$ cat src/rtl/regfile_pkg.sv
// Shared constants and types for the bypassing register file with busy scoreboard.
package regfile_pkg;

  localparam int unsigned REG_WIDTH  = 32;
  localparam int unsigned REG_ADDR_W = 5;
  localparam int unsigned NUM_REGS   = 32;

  typedef logic [REG_ADDR_W-1:0] reg_addr_t;

endpackage

$ cat src/rtl/register.sv
// n-bit register with synchronous active-high reset and load enable.
module register #(
  parameter int unsigned n = 32
) (
  input  logic         clk,
  input  logic         rst,
  input  logic         en,
  input  logic [n-1:0] d,
  output logic [n-1:0] q
);

  logic [n-1:0] q_q;

  always_ff @(posedge clk) begin
    if (rst) begin
      q_q <= '0;
    end else if (en) begin
      q_q <= d;
    end
  end

  assign q = q_q;

endmodule

$ cat src/rtl/regfile_bypass.sv
// Two-read/one-write register file with write-to-read bypass and a per-register
// busy scoreboard tracking issued-but-not-written-back destinations.
module regfile_bypass
  import regfile_pkg::*;
#(
  parameter int unsigned n = REG_WIDTH,
  parameter int unsigned r = REG_ADDR_W
) (
  input  logic         clk,
  input  logic         rst,
  input  logic [r-1:0] ra1,
  input  logic [r-1:0] ra2,
  output logic [n-1:0] rd1,
  output logic [n-1:0] rd2,
  input  logic         we3,
  input  logic [r-1:0] wa3,
  input  logic [n-1:0] wd3,
  input  logic         issue_valid,
  input  logic [r-1:0] issue_rd,
  output logic         busy1,
  output logic         busy2
);

  localparam int unsigned NR = 1 << r;

  logic [n-1:0]  rf [NR];
  logic [NR-1:0] busy_q;
  logic [NR-1:0] busy_d;
  logic          wr_nz;
  logic          byp1;
  logic          byp2;

  assign wr_nz = we3 && (wa3 != '0);
  assign rf[0] = '0;

  // Register 0 has no storage; entries 1..NR-1 are enabled registers.
  for (genvar gi = 1; gi < NR; gi++) begin : g_reg
    register #(.n(n)) u_reg (
      .clk (clk),
      .rst (rst),
      .en  (we3 && (wa3 == r'(gi))),
      .d   (wd3),
      .q   (rf[gi])
    );
  end

  // Issue is applied after writeback so a same-register set wins over the clear.
  always_comb begin
    busy_d = busy_q;
    if (wr_nz) begin
      busy_d[wa3] = 1'b0;
    end
    if (issue_valid && (issue_rd != '0)) begin
      busy_d[issue_rd] = 1'b1;
    end
    busy_d[0] = 1'b0;
  end

  always_ff @(posedge clk) begin
    if (rst) begin
      busy_q <= '0;
    end else begin
      busy_q <= busy_d;
    end
  end

  // A value being written this cycle is forwarded and counts as available.
  always_comb begin
    byp1  = wr_nz && (wa3 == ra1);
    byp2  = wr_nz && (wa3 == ra2);
    rd1   = byp1 ? wd3 : rf[ra1];
    rd2   = byp2 ? wd3 : rf[ra2];
    busy1 = busy_q[ra1] && !byp1;
    busy2 = busy_q[ra2] && !byp2;
  end

endmodule
$ cat config.mk
export PLATFORM = sky130hd
export DESIGN_NAME = regfile_bypass
export DESIGN_NICKNAME = d
export VERILOG_FILES = /design/src/rtl/regfile_pkg.sv /design/src/rtl/register.sv /design/src/rtl/regfile_bypass.sv
export SDC_FILE = /design/constraint.sdc
export NUM_CORES = 2
export LEC_CHECK = 0
export CORE_UTILIZATION = 50
export DETAILED_ROUTE_END_ITERATION = 10
export PLACE_DENSITY_LB_ADDON = 0.12
export SETUP_SLACK_MARGIN = 0.5
export SYNTH_ARGS = -nofsm -noshare
export SYNTH_HDL_FRONTEND = slang
export SYNTH_SLANG_ARGS = --single-unit
$ cat constraint.sdc
create_clock -name clk -period 2.65 [get_ports clk]
set_input_delay 0.265 -clock clk [delete_from_list [all_inputs] [get_ports clk]]
set_output_delay 0.265 -clock clk [all_outputs]
set_load 0.01 [all_outputs]
==> key figures <==
Run status
  • Status: finished with violations
  • Failing checks: design-rule violations, negative setup slack

Place
  • Post-DP HPWL: 136000 µm
  • Placed Area: 0.0599 mm²
  • RePlAce Congestion: 0.965
  • DP Worst Slack: -929 ps
  • Placed cells: about 7600
  • Buffers added on ports: ~120

Floorplan
  • # rows: 119
  • DIE AREA: 0.108 mm²
  • CORE AREA: 0.105 mm²
  • Die Wd: 328 µm
  • Die Span Y: roughly 330 µm
  • Io pins: 122
  • Initial cell density of the core: 0.505

Drt
  • DRT antenna net count: 0
  • 1st-pass router iterations: 11
  • Vias: 51100
  • Via density: between 6 and 7
  • DRC viols: 32
  • Starting DRT DRC Count: 6708
  • Final WL: 220000 µm
  • Routed wire per std cell: about 28 µm

Synth
  • Compound-Gate Fraction of Synth Area: 0.154
  • #FFs+latches synth: 1023
  • Simple-Gate Fraction of Synth Area: 0.175
  • Post-synthesis sequential area ratio: 0.385
  • Synth cell types: 49
  • Top_reg_cell synth: dfxtp_1
  • Post-synth ARST share: 0
  • Largest family of logic cells by synthesized area: multiplexers
  • Post-Synthesis Cells: 6220
  • Post-synthesis xor/xnor area fraction: 0.00165
  • Number of synthesized flops with an enable pin: 0
  • Syn_nets: 6276
  • Syn avg cell area: 8.56 µm²
  • Mapped cell area: 0.0532 mm²
  • Synth warn: 0
  • Mux contribution to synthesized area: 0.229
  • Adder-cell area share of the yosys netlist: 0

STA
  • Fmax: between 300 and 400 MHz
  • RSZ-0062 raised after global routing: true
  • Worst hold margin: 460 ps
  • Max_slew headroom: 0.489
  • Endpoints failing hold: 0
  • Least-Margin Pin Slew: 765 ps
  • TNS Setup: -4630 ps
  • Final setup violation count: 56
  • Fin crit period: 2880 ps
  • Tcrit/Tclk final: 1.09
  • Clk_skew: 0 ps
  • Worst Setup Slack, final: -234 ps
  • Max Slew Vio Count: 0

Global routing
  • GRT Residual Overflow: 0
  • Largest net degree at the start of global routing: slightly below 100
  • Vias in the first global route: roughly 48000
  • Global-route wire length before repair: 319000 µm
  • Global-route usage over all layers: 0.398
  • Initial antenna violation count: 4

Worst setup path
  • Crit. End Element: output pin
  • Worst path most repeated cell: mux4_2
  • Kind of critical path: register to output pin
  • CP arrival: 2620 ps
  • Worst setup SP type: register
  • CP max stage delay: 620 ps
  • CP cell instances: buf_6 -> mux4_2 -> mux4_2 -> o221a_1 -> buf_2
  • Worst-path maximum fanout: 2
  • CP required: approximately 2400 ps
  • Slowest CP cell: mux4_2

Clock tree
  • H-Tree Depth: 3
  • Worst-case clock buffer depth: 3
  • CTS root buffer: clkbuf_16
  • CTS tree: done
  • Inserted Clock Buffers: ~110
  • Number of clock sinks: 1023
  • Clk pin slew, worst setup/hold paths: about 60 ps
  • Clk_lat worst skew: 710 ps

Final layout
  • Number of nets in the layout: around 6400
  • Design area: roughly 0.065 mm²
  • Finished Core Util: 0.617
  • Area Overhead vs Synth: 22.1%
  • Share of post-route cells with drive strength above 1: 0.279
  • Fin cells: 7850

Power
  • P_leak: between 20 and 25 nW
  • VDD IR max: a little over 500 µV
  • Final Power: 35.6 mW
  • Pwr/cell area: between 500 and 600 mW/mm²

Min path
  • Hold Crit Class: register to register

Run
  • Max-cap violations: 0
worst paths after layout:
kind | startpoint | to | slack (ps) | cells past startpoint
worst min register to register | g_reg[31].u_reg.q[1]$_SDFFE_PP0P_ | g_reg[31].u_reg.q[1]$_SDFFE_PP0P_ | 460 | 2
worst max register to register | g_reg[31].u_reg.q[0]$_SDFFE_PP0P_ | g_reg[31].u_reg.q[0]$_SDFFE_PP0P_ | 1840 | 4
worst max-delay path | g_reg[25].u_reg.q[19]$_SDFFE_PP0P_ | rd1[19] | -230 | 5
worst min-delay path | g_reg[31].u_reg.q[1]$_SDFFE_PP0P_ | g_reg[31].u_reg.q[1]$_SDFFE_PP0P_ | 460 | 2
sequential cells by signal, summed over array words and instances, names as in the netlist:
| register | cells |
|---|---|
| g.u_reg.q | 992 |
| busy_q | 31 |
layer usage:
| layer | global-route usage | share of wire |
|---|---|---|
| met1 | 0.529 | 0.38 |
| met3 | 0.102 | 0.13 |
| met2 | 0.595 | 0.43 |
| met5 | 0 | 0.000064 |
| met4 | 0.210 | 0.063 |
power breakdown:
group	internal, mW	total, mW	switching, mW
logic	1.67	4.29	2.62
registers	15.5	15.6	0.0851
clock network	9.04	15.8	6.71
total	26.2	35.6	9.42
cells in the mapped netlist, drive strengths merged (6+ instances only):
master | number | share of area
a211oi | 31 | 0.0044
nor3 | 13 | 0.0012
a31o | 10 | 0.0016
mux4 | 372 | 0.16
o221a | 22 | 0.0047
dfxtp | 1023 | 0.38
nand2 | 2087 | 0.15
a221oi | 119 | 0.020
a21oi | 1049 | 0.099
o31ai | 63 | 0.0090
xnor2 | 6 | 0.00099
inv | 11 | 0.00078
nor2 | 97 | 0.0069
a311oi | 7 | 0.0012
buf | 184 | 0.020
or3 | 24 | 0.0029
a22oi | 62 | 0.0087
nand3 | 47 | 0.0044
nor2b | 72 | 0.0085
mux2i | 144 | 0.027
a221o | 10 | 0.0019
o22ai | 32 | 0.0038
clkbuf | 489 | 0.035
mux2 | 209 | 0.044
cell usage in the layout, fill, tap and decap left out, types with 40 or more instances in the layout:
master	count
clkbuf_16	112
a221oi_1	86
nor2_1	63
mux2i_1	144
a21oi_1	1048
nand2_1	2052
nor2b_1	68
mux2_2	181
buf_4	382
dfxtp_1	843
a22oi_1	53
dfxtp_2	180
mux4_2	372
clkdlybuf4s50_1	40
buf_6	42
buf_12	174
buf_2	57
cell families after synthesis:
kind of cell              Yosys count
AOI/OAI and AO/OA                1410
xor gates and xnor gates           10
buffers and inverters             684
DFF                              1023
muxes                             725
and+or+nand+nor                  2368
layout make-up:
class,instances,area (µm²)
fillers,8874,40400
multi-input cells,4513,31100
flip-flops and latches,1023,20700
repair buffers,714,7790
clock buffers,160,3250
well taps,1391,1740
clock inverters,36,364
inverters,11,42.5
diodes,2,5.00
worst max-delay path: cells and delay by family, from the launching register on:
| family | cells | cell delay (ps) |
|---|---|---|
| buffers and inverters | 2 | 260 |
| muxes | 2 | 1070 |
| DFF | 1 | 330 |
| AOI/OAI and AO/OA | 1 | 260 |
repair_timing:
item	4_1_cts	5_1_grt
gates resized for setup	553	124
gates cloned	3	0
hold buffers	1	0
setup endpoints to repair	66	66
setup buffers	33	6
endpoints found under the hold margin	1	0
pin swaps	112	44
Note: power is estimated with default switching activity, not from simulation.
